<file path="src/rtl/axis_traffic_gen_pkg.sv">
// Shared types and sizing helpers for the AXI-Stream traffic generator.
package axis_traffic_gen_pkg;

    typedef enum logic [1:0] {
        IDLE,
        SEND,
        THROTTLE,
        DONE
    } gen_state_t;

    // Width of a counter that spans 0..cycles-1, never narrower than one bit.
    function automatic int win_cnt_w(input int cycles);
        return (cycles > 1) ? $clog2(cycles) : 1;
    endfunction

endpackage

</file>
<file path="src/rtl/axis_traffic_gen_if.sv">
// AXI-Stream data/valid/ready/last bundle between the generator and its sink.
interface axis_traffic_gen_if #(
    parameter int DATA_WIDTH = 256
);
    logic [DATA_WIDTH-1:0] data;
    logic                  valid;
    logic                  ready;
    logic                  last;

    modport master (output data, output valid, output last, input ready);
    modport slave  (input data, input valid, input last, output ready);
endinterface

</file>
<file path="src/rtl/axis_traffic_gen_window_timer.sv">
// Free-running window counter: 0..WINDOW_CYCLES-1 while run is high, cleared by start.
// Latency: wrap is combinational off the registered count, high on the last cycle of a window.
// Backpressure: none; counts every enabled cycle regardless of the stream.
module axis_traffic_gen_window_timer
    import axis_traffic_gen_pkg::*;
#(
    parameter int WINDOW_CYCLES = 200
) (
    input  logic clk,
    input  logic reset,
    input  logic start,
    input  logic run,
    output logic wrap
);
    localparam int CNT_W = win_cnt_w(WINDOW_CYCLES);
    localparam logic [CNT_W-1:0] CNT_LAST = CNT_W'(WINDOW_CYCLES - 1);

    logic [CNT_W-1:0] count;

    assign wrap = run && !start && (count == CNT_LAST);

    always_ff @(posedge clk or posedge reset) begin
        if (reset) begin
            count <= '0;
        end else if (start) begin
            count <= '0;
        end else if (run) begin
            count <= (count == CNT_LAST) ? '0 : count + CNT_W'(1);
        end
    end
endmodule

</file>
<file path="src/rtl/axis_traffic_gen.sv">
// AXI-Stream source emitting an incrementing count, throttled to a beat quota per window.
// Latency: first beat offered the cycle after enable is sampled high; back-to-back within quota.
// Backpressure: an offered beat holds data/valid until ready; stalls consume the window's quota time.
module axis_traffic_gen
    import axis_traffic_gen_pkg::*;
#(
    parameter int DATA_WIDTH    = 256,
    parameter int COUNTER_WIDTH = 32,
    parameter int WINDOW_CYCLES = 200
) (
    input  logic                     clk,
    input  logic                     reset,
    input  logic                     enable,
    input  logic [COUNTER_WIDTH-1:0] beats_per_window,
    input  logic [COUNTER_WIDTH-1:0] total_beats,
    axis_traffic_gen_if.master       axis,
    output logic                     busy,
    output logic                     done,
    output logic [COUNTER_WIDTH-1:0] sent_count
);
    localparam logic [COUNTER_WIDTH-1:0] ONE = COUNTER_WIDTH'(1);

    gen_state_t               state, state_nxt;
    logic [COUNTER_WIDTH-1:0] quota, quota_nxt;
    logic [COUNTER_WIDTH-1:0] total, total_nxt;
    logic [COUNTER_WIDTH-1:0] seq, seq_nxt;
    logic [COUNTER_WIDTH-1:0] win_beats, win_beats_nxt;
    logic [COUNTER_WIDTH-1:0] sent_nxt;
    logic                     valid_nxt;
    logic                     last_nxt;
    logic                     accept;
    logic                     final_beat;
    logic                     win_start;
    logic                     win_run;
    logic                     wrap;

    assign accept     = axis.valid && axis.ready;
    assign final_beat = accept && (total != '0) && (sent_count + ONE == total);
    assign win_start  = (state == IDLE) && enable;
    assign win_run    = (state == SEND) || (state == THROTTLE);

    axis_traffic_gen_window_timer #(
        .WINDOW_CYCLES (WINDOW_CYCLES)
    ) u_window_timer (
        .clk   (clk),
        .reset (reset),
        .start (win_start),
        .run   (win_run),
        .wrap  (wrap)
    );

    always_comb begin
        state_nxt     = state;
        quota_nxt     = quota;
        total_nxt     = total;
        seq_nxt       = seq;
        win_beats_nxt = win_beats;
        sent_nxt      = sent_count;
        valid_nxt     = axis.valid;

        unique case (state)
            IDLE: begin
                valid_nxt = 1'b0;
                if (enable) begin
                    quota_nxt     = beats_per_window;
                    total_nxt     = total_beats;
                    seq_nxt       = '0;
                    sent_nxt      = '0;
                    win_beats_nxt = '0;
                    valid_nxt     = (beats_per_window != '0);
                    state_nxt     = SEND;
                end
            end
            SEND: begin
                if (accept) begin
                    seq_nxt       = seq + ONE;
                    sent_nxt      = sent_count + ONE;
                    win_beats_nxt = win_beats + ONE;
                end
                // A beat taken on the wrap cycle belongs to the closing window.
                if (wrap) begin
                    win_beats_nxt = '0;
                end
                if (final_beat) begin
                    valid_nxt = 1'b0;
                    state_nxt = DONE;
                end else if (!enable && (accept || !axis.valid)) begin
                    valid_nxt = 1'b0;
                    state_nxt = IDLE;
                end else if (accept && !wrap && (win_beats + ONE >= quota)) begin
                    valid_nxt = 1'b0;
                    state_nxt = THROTTLE;
                end
            end
            THROTTLE: begin
                valid_nxt = 1'b0;
                if (!enable) begin
                    state_nxt = IDLE;
                end else if (wrap) begin
                    win_beats_nxt = '0;
                    valid_nxt     = 1'b1;
                    state_nxt     = SEND;
                end
            end
            DONE: begin
                valid_nxt = 1'b0;
                if (!enable) begin
                    state_nxt = IDLE;
                end
            end
            default: begin
                valid_nxt = 1'b0;
                state_nxt = IDLE;
            end
        endcase

        last_nxt = valid_nxt && (total_nxt != '0) && (sent_nxt + ONE == total_nxt);
    end

    always_ff @(posedge clk or posedge reset) begin
        if (reset) begin
            state      <= IDLE;
            quota      <= '0;
            total      <= '0;
            seq        <= '0;
            win_beats  <= '0;
            sent_count <= '0;
            axis.data  <= '0;
            axis.valid <= 1'b0;
            axis.last  <= 1'b0;
            busy       <= 1'b0;
            done       <= 1'b0;
        end else begin
            state      <= state_nxt;
            quota      <= quota_nxt;
            total      <= total_nxt;
            seq        <= seq_nxt;
            win_beats  <= win_beats_nxt;
            sent_count <= sent_nxt;
            axis.data  <= DATA_WIDTH'(seq_nxt);
            axis.valid <= valid_nxt;
            axis.last  <= last_nxt;
            busy       <= (state_nxt == SEND) || (state_nxt == THROTTLE);
            done       <= (state_nxt == DONE);
        end
    end
endmodule

</file>
<file path="src/flat_wrapper.sv">
// flat-port wrapper written by rule: the top's interface ports become plain ports
module axis_traffic_gen_flat import axis_traffic_gen_pkg::*;
#(
    parameter int DATA_WIDTH    = 256,
    parameter int COUNTER_WIDTH = 32,
    parameter int WINDOW_CYCLES = 200
)
  (clk, reset, enable, beats_per_window, total_beats, busy, done, sent_count, axis_data, axis_valid, axis_last, axis_ready);
  axis_traffic_gen_if #(.DATA_WIDTH(DATA_WIDTH)) axis_i ();
  input  logic clk;
  input  logic reset;
  input  logic enable;
  input  logic [COUNTER_WIDTH-1:0] beats_per_window;
  input  logic [COUNTER_WIDTH-1:0] total_beats;
  output logic busy;
  output logic done;
  output logic [COUNTER_WIDTH-1:0] sent_count;
  output wire logic [$bits(axis_i.data)-1:0] axis_data;
  output wire logic [$bits(axis_i.valid)-1:0] axis_valid;
  output wire logic [$bits(axis_i.last)-1:0] axis_last;
  input wire logic [$bits(axis_i.ready)-1:0] axis_ready;
  assign axis_data = axis_i.data;
  assign axis_valid = axis_i.valid;
  assign axis_last = axis_i.last;
  assign axis_i.ready = axis_ready;
  axis_traffic_gen #(.DATA_WIDTH(DATA_WIDTH), .COUNTER_WIDTH(COUNTER_WIDTH), .WINDOW_CYCLES(WINDOW_CYCLES)) u_core (.clk(clk), .reset(reset), .enable(enable), .beats_per_window(beats_per_window), .total_beats(total_beats), .axis(axis_i), .busy(busy), .done(done), .sent_count(sent_count));
endmodule
</file>
<file path="config.mk">
export PLATFORM = sky130hd
export DESIGN_NAME = axis_traffic_gen_flat
export DESIGN_NICKNAME = d
export VERILOG_FILES = /design/src/rtl/axis_traffic_gen_pkg.sv /design/src/rtl/axis_traffic_gen_if.sv /design/src/rtl/axis_traffic_gen_window_timer.sv /design/src/rtl/axis_traffic_gen.sv /design/src/flat_wrapper.sv
export SDC_FILE = /design/constraint.sdc
export NUM_CORES = 1
export LEC_CHECK = 0
export BUFFER_PORTS_ARGS = -buffer_cell sky130_fd_sc_hd__buf_4
export CORE_MARGIN = 2
export CORE_UTILIZATION = 45
export CTS_CLUSTER_SIZE = 40
export DETAILED_ROUTE_END_ITERATION = 7
export PLACE_DENSITY = 0.73
export SYNTH_ARGS = -nofsm -noshare
export SYNTH_HDL_FRONTEND = slang
export SYNTH_SLANG_ARGS = --single-unit
export TNS_END_PERCENT = 30
</file>
<file path="constraint.sdc">
create_clock -name clk -period 8.4 [get_ports clk]
set_clock_uncertainty 0.2 [all_clocks]
set_input_delay 2.1 -clock clk [delete_from_list [all_inputs] [get_ports clk]]
set_output_delay 2.1 -clock clk [all_outputs]
set_load 0.1 [all_outputs]
</file>
### Word level (Yosys, flattened, before mapping)

Index checks and enable logic that the tools add are counted.

| cells by class | value |
|---|---|
| order comparisons | 1 |
| mux-type cells | 31 |
| reductions and logical operators | 28 |
| equal/unequal tests | 14 |
| $add $sub $neg | 5 |

Operator list:

| operator | number |
|---|---|
| $mux 32 | 10 |
| $add 32x1->32 const B | 4 |
| $pmux 32 s2 | 2 |
| $pmux 32 s3 | 1 |
| $reduce_bool 32->1 | 3 |
| $eq 32x32->1 | 2 |
| $ge 32x32->1 | 1 |
| $mux 8 | 3 |
| $mux 2 | 7 |
| $logic_and 1x1->1 | 11 |
| $add 8x1->8 const B | 1 |
| $eq 2x2->1 const B | 4 |
| $eq 8x8->1 const B | 1 |
| $pmux 2 s4 | 1 |
| $mux 1 | 6 |
| $reduce_and 5->1 | 1 |
| $eq 2x1->1 const B | 2 |
| $logic_not 1->1 | 4 |
| $ne 2x1->1 const B | 2 |
| $ne 2x2->1 const B | 2 |
| $pmux 1 s4 | 1 |
| $reduce_bool 2->1 | 2 |
| $logic_or 1x1->1 | 3 |
| $ne 3x1->1 const B | 1 |
| other kinds (4) | 4 |

| storage, ports and cells | value |
|---|---|
| flip-flop bits (word level) | 174 |
| output and inout port bits | 292 |
| logic and storage cells | 90 |
| bits of input ports | 68 |

### Depth between registers and ports, before layout

Gate-level depths: netlist of run 1.

| logic depth | value |
|---|---|
| word-level depth | 14 |
| gate-level depth with buffers | 20 |
| depth with buffers taken out | 19 |

### Hierarchy

From an unflattened synthesis of run 1, not the netlist that was laid out.

| second synthesis, totals | value |
|---|---|
| cell total of the unflattened synthesis | 1610 |
| area total of the unflattened synthesis | 13724.4 um^2 |

Modules (own cells, without submodules):

| module | instances | cells each | area each (um^2) | sequential area each (um^2) |
|---|---|---|---|---|
| axis_traffic_gen | 1 | 1564 | 13276.5 | 4154.0 |
| axis_traffic_gen_window_timer | 1 | 46 | 447.9 | 200.2 |

### Worst setup path before layout of run 1

OpenSTA, ideal clock, no wires.

| path | value |
|---|---|
| path kind | input-to-reg |
| start | input port enable |
| end | register u_core.axis.last |
| arrival time | 4.926 ns |
| buffers on the path | 5 |
| data required time | 8.089 ns |
| stages | 14 |
| library setup time | 0.111 ns |
| setup slack | 3.163 ns |
| path through | clkbuf_1 > and2_1 > buf_2 > buf_2 > buf_1 > buf_1 > mux2i_1 > inv_1 > xnor2_1 > nand4_1 > o21a_1 > nor4_1 > nand4_1 > a2111oi_2 |

| on the way | value |
|---|---|
| elaborated cells between the ends (all ways) | 25 |
| those cells by class | add/sub (1); eq/ne (1); mux (11); reduce/logical (12) |

RTL lines:

| what | line | text |
|---|---|---|
| start: declaration | flat_wrapper.sv:12 | `input logic enable;` |
| $mux 32 (*) | axis_traffic_gen.sv:64 | `if (enable) begin` |
| $mux 32 (*) | axis_traffic_gen.sv:61 | `unique case (state)` |
| via u_core.total_nxt[21] | axis_traffic_gen.sv:25 | `logic [COUNTER_WIDTH-1:0] total, total_nxt;` |
| $reduce_bool 32->1 | axis_traffic_gen.sv:117 | `last_nxt = valid_nxt && (total_nxt != '0) && (sent_nxt + ONE == total_nxt);` |
| $logic_and 1x1->1 | axis_traffic_gen.sv:117 |  |
| $logic_and 1x1->1 (*) | axis_traffic_gen.sv:117 |  |
| via u_core.last_nxt | axis_traffic_gen.sv:30 | `logic last_nxt;` |
| end signal: assignment | axis_traffic_gen.sv:142 | `axis.last <= last_nxt;` |
| end: declaration | axis_traffic_gen_if.sv:10 | `modport master (output data, output valid, output last, input ready);` |

The timed path passes the listed nets; every way through them passes the cells marked *.
A chain may end at the register's enable or synchronous reset.

### Final worst setup path of run 1

| path | value |
|---|---|
| start | input port enable |
| end | register u_core.axis.last |

| on the way | value |
|---|---|
| elaborated cells between the ends (all ways) | 25 |
| those cells by class | add/sub (1); eq/ne (1); mux (11); reduce/logical (12) |

RTL lines:

| what | line | text |
|---|---|---|
| $mux 32 | axis_traffic_gen.sv:64 |  |
| $pmux 32 s2 | axis_traffic_gen.sv:61 |  |
| via u_core.sent_nxt[0] | axis_traffic_gen.sv:28 | `logic [COUNTER_WIDTH-1:0] sent_nxt;` |
| $add 32x1->32 | axis_traffic_gen.sv:117 |  |
| $eq 32x32->1 | axis_traffic_gen.sv:117 |  |
| $logic_and 1x1->1 | axis_traffic_gen.sv:117 |  |
| via u_core.last_nxt | axis_traffic_gen.sv:30 |  |

The timed path passes the listed nets, and every way through them passes these cells.

==> results.py, run 1 <==
metrics = {
    "clocking": {
        "cts_buffer_depth": 2,
        "clkTransAtPathRegs_ps": 80,
        "ctsHtreeMaxLevel": 4,
        "cts_root_buffer": "clkbuf_16",
        "cts_num_sinks": 174,
        "cts_buffers": 17,
        "cts_hold_buf": 0,
        "cts_tree": "yes",
        "cts.repair.resized": 0,
        "insertion_delay_ps": 450,
        "postCtsSetupBuffers": 0,
    },
    "worst_hold_path": {
        "min-delay-path-class": "register to register",
    },
    "routing": {
        "wl_um": 34700,
        "drtIter0Drc": 1127,
        "ant_nets": 0,
        "viasPerCell": 5.42,
        "via_count": 11041,
        "wl_per_cell_um": 17.1,
        "drt_first_pass_iters": 5,
        "drc": 0,
    },
    "die": {
        "ios": 360,
        "start_util": 0.454,
        "die_h_um": 176,
        "die_area_um2": 31100,
        "die_x_um": 176,
        "coreArea_um2": 29400,
        "rows": 63,
    },
    "pwr": {
        "leakage_nw": 6.78,
        "pwr-share-seq": 0.310,
        "internal_power_mw": 1.97,
        "swShare": 0.498,
        "fin_total_pwr_mw": 3.94,
        "p_per_area_nw_per_um2": 273,
        "clockPowerShare": 0.218,
        "switching_power_mw": 1.96,
        "peakVddDrop_mv": 0.164,
        "comb_power_share": 0.472,
    },
    "logic_synthesis": {
        "ys_seq_elements": 174,
        "syn_area_um2": 13400,
        "synth_cells": 1537,
        "yosys.area_share.simple": 0.194,
        "synthAdderAreaFrac": 0.0393,
        "async_flop_share": 1.00,
        "yosysTopAreaCell": "dfrtp_1",
        "synth_top_area_frac": 0.326,
        "synth.distinct_cells": 77,
        "synth_top_family_by_area": "simple AND/OR/NAND/NOR gates",
        "synth_xor_area_frac": 0.0972,
        "synth_compound_area_frac": 0.143,
        "yosys_warnings": 0,
        "synthMuxAreaShare": 0.0343,
        "yosysSeqAreaShare": 0.326,
        "synthTopCellsByArea": "dfrtp_1, buf_4, xnor2_1",
        "ys.flop_type": "dfrtp_1",
        "synth_edf_count": 0,
        "synth.avg_cell_area_um2": 8.69,
    },
    "cells_and_area": {
        "drive_gt1_frac": 0.144,
        "num-nets-final": 1743,
        "fillers": 2807,
        "area_growth_pct": 8.10,
        "antenna_cells": 0,
        "ff_latch_area_um2": 4350,
        "final_common_cell": "conb_1",
        "multi_input_area_um2": 7640,
        "fin_area_um2": 14400,
        "layout_common_cells": "conb_1, dfrtp_1, buf_4, nand2_1, o21ai_0",
        "fin_cells": 2036,
    },
    "timing": {
        "fin_crit_ps": 5810,
        "period_share": 0.692,
        "setup_violations": 0,
        "max_freq_mhz": 172,
        "tightest_slew_ps": 1070,
        "fin_tns_setup_ps": 0,
        "rsz0062_at_grt": "false",
        "slew-limit-headroom": 0.285,
        "finalMaxSlewViolations": 0,
        "hold_violations": 0,
        "final.setup.worst_slack_ps": 2590,
    },
    "worst_setup_path": {
        "start_kind": "input pin",
        "path_class": "input pin to register",
        "cp.required_ps": 8540,
        "worstPathArrival_ps": 5950,
        "end_kind": "register",
        "crit_fanout": 11,
    },
    "grt": {
        "grtUsageTotal": 0.221,
        "grt_overflow": 0,
        "grt_pass1_vias": 10170,
        "grt_max_degree": 103,
        "grt_antenna_before_repair": 1,
        "grt_first_pass_wirelength_um": 54700,
    },
    "place": {
        "gp_congestion": 0.940,
        "port_buffers": 135,
        "placed_cell_area_um2": 13800,
        "pre_cts_slack_ps": 2210,
        "dp_hpwl_um": 26200,
        "dpl.cell_count": 2004,
    },
    "run_status": {
        "outcome": "finished, final reports clean",
    },
    "run": {
        "max_cap_violations": 0,
    },
}
==> worst max-delay path, stage by stage <==
cell and delay, ps:
buf_4 150, mux2_2 350, o221ai_1 360, ha_1 270, o221ai_1 280, nand2b_1 310, nor2_1 610, nand4_1 300
nor3b_1 270, xor3_1 260, nor4_1 250, nand4_1 150, a2111oi_2 290
==> final timing paths <==
kind | startpoint | end | depth (start not counted) | slack, ps
min | u_core.quota[0] | u_core.quota[0] | 1 | 320
min in group asynchronous | reset | u_core.quota[27] | 2 | 1670
max in group asynchronous | reset | u_core.sent_count[22] | 3 | 4850
max | enable | u_core.axis.last | 13 | 2590
min reg2reg | u_core.quota[0] | u_core.quota[0] | 1 | 320
max reg2reg | u_core.win_beats[2] | u_core.busy | 18 | 3140
==> Yosys cell counts (5+ instances only) <==
master	count
a21o_1	11
or4_1	6
dfrtp_1	174
buf_2	16
nor4_1	35
a21oi_1	47
xnor2_1	82
nor3_1	28
a22oi_1	5
buf_1	6
nor2_1	92
and3_1	23
o21ai_0	94
nand3_1	56
nand4b_1	6
inv_1	63
mux2i_1	14
a31oi_1	22
or2_2	6
xor2_1	61
o21a_1	5
nand2_1	139
buf_4	228
and2_1	10
ha_1	42
and4_1	5
o31ai_1	15
or3_1	13
mux2_2	27
nand2b_1	9
nand4_1	38
clkbuf_1	39
a22o_1	22
==> stage by stage <==
step	hold slack (ps)	util
finish	317	0.491
CTS	321	0.491
global placement	291	0.469
floorplan	278	-
detailed placement	303	0.469
global route	339	0.491
==> cells by family after synthesis <==
logic type / Yosys count
other: 1
multiplexers: 42
AO/OA/AOI/OAI: 287
AND/OR/NAND/NOR: 493
flip-flops: 174
buffers and inverters: 353
XOR/XNOR: 145
adder cells (fa/ha/maj): 42
==> power by group through the flow <==
stage / sequential [mW] / clock [mW] / combinational (mW)
final: 1.22 / 0.859 / 1.86
after global placement: 1.23 / 0 / 1.81
after global routing: 1.24 / 0.908 / 2.00
after floorplan: 1.27 / 0 / 1.48
after detailed placement: 1.23 / 0 / 1.84
after CTS: 1.22 / 0.869 / 1.85
==> final cells by class <==
| class | count | share of cell area |
|---|---|---|
| Multi-Input combinational cell | 1233 | 0.529 |
| Sequential cell | 174 | 0.302 |
| Timing Repair Buffer | 144 | 0.0749 |
| Tap cell | 390 | 0.0338 |
| Clock buffer | 17 | 0.0295 |
| Inverter | 63 | 0.0167 |
| Clock inverter | 15 | 0.0146 |
==> per-layer routing <==
layer,track usage,vias to the layer above,part of all wire
met4,0.0610,2,0.023
met2,0.356,485,0.47
met1,0.306,5314,0.44
met5,0,-,0.00046
li1,-,5180,-
met3,0.0396,60,0.071
==> state kept, by name (all words and copies together), names as in the netlist <==
register                     count
u_core.axis.data                32
u_core.axis.last                 1
u_core.axis.valid                1
u_core.busy                      1
u_core.done                      1
u_core.quota                    32
u_core.sent_count               32
u_core.state                     2
u_core.total                    32
u_core.u_window_timer.count      8
u_core.win_beats                32
Note: power is estimated with default switching activity, not from simulation.
==> run 2, diff against run 1 <==
- ABC_AREA: unset -> 1
- PLACE_DENSITY: 0.73 -> 0.75
- clock period: 8.4 -> 4.7 ns (I/O delays scaled with it)
==> run 2 against run 1 <==
  * Global-route usage is 1.6 points higher
  * Critical path type is now register to register
  * Hold slack worse by 42 ps
  * Critical path depth is 15 higher
  * Utilization is 1.5 points higher
  * Combinational power is 77% higher
  * First-iteration DRC count is 4.7% higher
  * Synthesized cell count is 34% higher
  * Sequential cell count stayed put
  * Critical endpoint is now u_core.busy
  * Power is 75% higher
  * Highest routed layer is now met4
==> results.py, run 2 <==
metrics = {
    "run_status": {
        "outcome": "finished, final reports clean",
    },
    "worst_setup_path": {
        "path_class": "register to register",
        "worstPathArrival_ps": 4720,
        "critPathMaxStageDelay_ps": 380,
        "cpMaxStageDelayCell": "dfrtp_1",
        "start_kind": "register",
        "cp.required_ps": 4830,
        "end_kind": "register",
        "crit_fanout": 3,
    },
    "clocking": {
        "clkTransAtPathRegs_ps": 70,
        "cts_buffer_depth": 2,
        "insertion_delay_ps": 450,
        "cts_tree": "yes",
        "ctsHtreeMaxLevel": 4,
        "cts_root_buffer": "clkbuf_16",
        "cts_hold_buf": 0,
        "cts_num_sinks": 174,
        "cts_buffers": 17,
    },
    "logic_synthesis": {
        "synth.avg_cell_area_um2": 6.89,
        "synth_top_area_frac": 0.308,
        "synth.distinct_cells": 54,
        "synth_commonest_cells": "nand2_1, inv_1, buf_4",
        "yosys_warnings": 0,
        "yosysSeqAreaShare": 0.308,
        "syn_area_um2": 14100,
        "synth_cells": 2055,
        "synth_edf_count": 0,
        "synthTopCellsByArea": "dfrtp_1, nand2_1, buf_4",
        "ys.flop_type": "dfrtp_1",
        "yosysTopAreaCell": "dfrtp_1",
        "async_flop_share": 1.00,
        "ys_seq_elements": 174,
        "synth.most_common_cell": "nand2_1",
    },
    "place": {
        "dpl.cell_count": 2571,
        "port_buffers": 135,
        "placed_cell_area_um2": 14800,
        "dp_hpwl_um": 31600,
        "pre_cts_slack_ps": 61.7,
        "gp_congestion": 0.984,
    },
    "die": {
        "ios": 360,
        "die_h_um": 181,
        "coreArea_um2": 30700,
        "die_area_um2": 32900,
        "die_x_um": 181,
        "start_util": 0.460,
        "rows": 64,
    },
    "routing": {
        "drtIter0Drc": 1180,
        "viasPerCell": 5.06,
        "ant_nets": 0,
        "wl_um": 39900,
        "drt_first_pass_iters": 6,
        "wl_per_cell_um": 15.3,
        "via_count": 13203,
        "drc": 0,
    },
    "grt": {
        "grt_antenna_before_repair": 0,
        "grt_overflow": 0,
        "grtUsageTotal": 0.237,
        "grt_pass1_vias": 11917,
        "grt_first_pass_wirelength_um": 62000,
        "grt_max_degree": 90,
    },
    "cells_and_area": {
        "area_growth_pct": 9.90,
        "fin_area_um2": 15600,
        "final_common_cell": "nand2_1",
        "antenna_cells": 0,
        "layout_common_cells": "nand2_1, inv_1, conb_1, dfrtp_1, nor2_1",
        "fin_cells": 2608,
        "num-nets-final": 2309,
        "drive_gt1_frac": 0.134,
    },
    "worst_hold_path": {
        "min-delay-path-class": "register to register",
    },
    "pwr": {
        "fin_total_pwr_mw": 6.90,
        "peakVddDrop_mv": 0.328,
        "leakage_nw": 8.08,
        "p_per_area_nw_per_um2": 444,
    },
    "timing": {
        "max_freq_mhz": 218,
        "period_share": 0.976,
        "hold_violations": 0,
        "setup_violations": 0,
        "fin_crit_ps": 4590,
        "finalMaxSlewViolations": 0,
        "final.setup.worst_slack_ps": 111,
        "tightest_slew_ps": 747,
        "slew-limit-headroom": 0.501,
    },
    "run": {
        "max_cap_violations": 0,
    },
}
[run 2: per-stage QoR]
stage | utilization | TNS, ps | hold WS [ps]
floorplan | - | 0 | 253
global placement | 0.481 | 0 | 256
detailed placement | 0.481 | 0 | 266
CTS | 0.501 | 0 | 277
global route | 0.506 | -225 | 292
finish | 0.506 | 0 | 275
[run 2: logic make-up (layout without fill, tap and decap cells)]
family,Yosys count,count (layout),share of synthesized area
simple gates,1070,1070,0.341
compound gates,173,173,0.0715
xor+xnor,61,61,0.0378
fa+ha+maj,42,42,0.0371
buf+inv,534,468,0.204
other cells,1,224,0.000265
flops,174,174,0.308
[run 2: cell type report]
type	instances	area, um2
timing repair buffer	156	1180
sequential	174	4360
fill	3074	15200
clock buffer	21	450
tap	396	495
clock inverter	11	155
multi-input combinational	1570	7860
inverter	280	1050
[run 2: power by group]
group          total, mW  switching (mW)  internal, mW
Sequential          2.09           0.279          1.81
Combinational       3.30            2.50         0.795
Clock               1.51           0.655         0.860
Total               6.90            3.44          3.47
[run 2: layer usage]
layer  GRT usage  routed length (um)
met2       0.390               19100
met5           0                   0
met3      0.0383                2980
met1       0.314               16600
met4      0.0898                1230
[run 2: what timing repair did]
item,4_1_cts,5_1_grt
endpoints found under the setup margin,0,5
resized for setup,0,25
hold endpoints to repair,0,0
buffers inserted,0,5
[run 2: path summary, 6_finish.rpt]
kind,startpoint,to,slack [ps],cells after the start
max,u_core.win_beats[0],u_core.busy,110,28
min,u_core.axis.data[31],u_core.axis.data[31],270,1
max reg2reg,u_core.win_beats[0],u_core.busy,110,28
min reg2reg,u_core.axis.data[31],u_core.axis.data[31],270,1
max in group asynchronous,reset,u_core.sent_count[17],2770,3
min in group asynchronous,reset,u_core.sent_count[4],610,2
[run 2: critical path: cells and delay by family, from the launching register on]
kind	cells	cell delay, ps
AND/OR/NAND/NOR	20	2450
adder cells (fa/ha/maj)	3	740
flip-flops	1	380
AO/OA/AOI/OAI	2	300
buffers and inverters	2	240
XOR/XNOR	1	170
==> run 3, diff against run 2 <==
- CORE_MARGIN: 2 -> 5
- PLACE_DENSITY: 0.75 -> 0.72
- RECOVER_POWER: unset -> 50
- clock period: 4.7 -> 5.4 ns (I/O delays scaled with it)
==> run 3 against run 2 <==
  * The flow now finishes with violations (max-capacitance violations, max-slew violations)
  * Sequential share of layout area is 0.49 points higher
  * Combinational power is 15% lower
  * Power is 14% lower
  * Fmax is 5.6% lower
  * Cell area is 1.7% lower
  * Non-clock buffer count is 12 lower
  * Utilization is 1.8 points lower
  * Sequential cell count stayed put
  * Routed wire length is 0.13% lower
  * Register-to-register slack better by 430 ps
  * Die area is 6.7% higher
  * Largest cell class unchanged
  * Highest routed layer unchanged
==> results.py, run 3 (synthesis results as in run 2) <==
metrics = {
    "run_status": {
        "outcome": "finished with violations",
        "violations": "max-capacitance violations, max-slew violations",
    },
    "timing": {
        "finalMaxSlewViolations": 145,
        "setup_violations": 0,
        "slew-limit-headroom": -0.391,
        "fin_tns_setup_ps": 0,
        "hold_violations": 0,
        "hold_ws_ps": 285,
        "rsz0062_at_grt": "false",
        "period_share": 0.901,
        "tightest_slew_ps": 2090,
        "max_freq_mhz": 206,
        "fin_crit_ps": 4860,
    },
    "clocking": {
        "postCtsSetupBuffers": 0,
        "cts_buffer_depth": 2,
        "ctsHtreeMaxLevel": 4,
        "cts_num_sinks": 174,
        "cts_hold_buf": 0,
        "clkTransAtPathRegs_ps": 80,
        "cts_buffers": 17,
        "cts_tree": "yes",
        "cts.repair.resized": 0,
        "insertion_delay_ps": 450,
        "cts_root_buffer": "clkbuf_16",
    },
    "worst_setup_path": {
        "reg2reg_slack_ps": 540,
        "cpMaxStageDelayCell": "dfrtp_1",
        "critPathMaxStageDelay_ps": 430,
        "r2r_start": "u_core.win_beats[0]",
        "path_class": "register to register",
        "crit_start": "u_core.win_beats[0]",
        "reg2reg_to": "u_core.busy",
        "start_kind": "register",
        "cp.required_ps": 5530,
        "worstPathArrival_ps": 4990,
        "crit_fanout": 5,
        "end_kind": "register",
        "r2r_cells": 27,
    },
    "place": {
        "gp_congestion": 0.973,
        "dpl.cell_count": 2570,
        "dp_hpwl_um": 31200,
        "port_buffers": 135,
        "placed_cell_area_um2": 14700,
    },
    "grt": {
        "grtUsageTotal": 0.220,
        "grt_antenna_before_repair": 0,
        "grt_overflow": 0,
        "grt_pass1_vias": 12162,
        "grt_first_pass_wirelength_um": 63200,
        "grt_max_degree": 145,
    },
    "routing": {
        "drt_first_pass_iters": 7,
        "viasPerCell": 4.98,
        "via_count": 12957,
        "drtIter0Drc": 1039,
        "wl_um": 39900,
        "ant_nets": 0,
        "drc": 0,
        "wl_per_cell_um": 15.3,
    },
    "die": {
        "die_h_um": 187,
        "die_x_um": 187,
        "rows": 65,
        "coreArea_um2": 31300,
        "ios": 360,
        "die_area_um2": 35100,
        "start_util": 0.452,
    },
    "worst_hold_path": {
        "min-delay-path-class": "register to register",
        "min_to": "u_core.axis.data[31]",
        "hold_path_depth": 1,
        "min-delay-start": "u_core.axis.data[31]",
    },
    "pwr": {
        "leakage_nw": 7.98,
        "peakVddDrop_mv": 0.240,
        "p_per_area_nw_per_um2": 387,
    },
    "cells_and_area": {
        "fillers": 3139,
        "layout_common_cells": "nand2_1, inv_1, conb_1, nor2_1, dfrtp_1",
        "multi_input_area_um2": 7700,
        "num-nets-final": 2297,
        "final_common_cell": "nand2_1",
        "drive_gt1_frac": 0.117,
        "antenna_cells": 0,
        "ff_latch_area_um2": 4350,
        "fin_cells": 2601,
        "fin_area_um2": 15300,
        "area_growth_pct": 7.99,
    },
    "run": {
        "max_cap_violations": 1,
    },
}
[run 3: power by group]
group	internal [mW]	switching, mW
registers	1.58	0.221
clock network	0.700	0.602
logic	0.648	2.16
total	2.92	2.98
[run 3: worst max-delay path by stage]
stage | cells past startpoint | endpoint | slack (ps)
floorplan | 27 | u_core.busy | 1370
global placement | 27 | u_core.busy | 790
detailed placement | 27 | u_core.busy | 620
CTS | 27 | u_core.busy | 570
global route | 27 | u_core.busy | 10
finish | 27 | u_core.busy | 540
[run 3: critical path: cells and delay by family, from the launching register on]
kind / cells / cell delay, ps
and+or+nand+nor: 20 / 2760
adders and majority gates: 3 / 800
DFF: 1 / 430
AOI/OAI and AO/OA: 2 / 290
xor gates and xnor gates: 1 / 180
buffers and inverters: 1 / 80
[run 3: layout make-up]
| class | count | area share |
|---|---|---|
| multi-input combinational | 1570 | 0.504 |
| sequential | 174 | 0.285 |
| timing repair buffer | 144 | 0.0700 |
| inverter | 280 | 0.0689 |
| tap | 402 | 0.0329 |
| clock buffer | 17 | 0.0278 |
| clock inverter | 14 | 0.0115 |
[run 3: through the flow]
step / setup slack, ps / utilization / total power [mW]
6_report: 536 / 0.488 / 5.91
2_1_floorplan: 1370 / - / 4.14
3_5_place_dp: 616 / 0.471 / 4.61
3_3_place_gp: 795 / 0.471 / 4.56
5_1_grt: 11.0 / 0.488 / 6.29
4_1_cts: 572 / 0.490 / 5.93
[run 3: routing by layer]
metal	vias up	GRT usage	share of wire
met3	72	0.0370	0.066
met1	6050	0.294	0.43
met2	489	0.361	0.47
met5	-	0	0
li1	6346	-	-
met4	0	0.0791	0.034
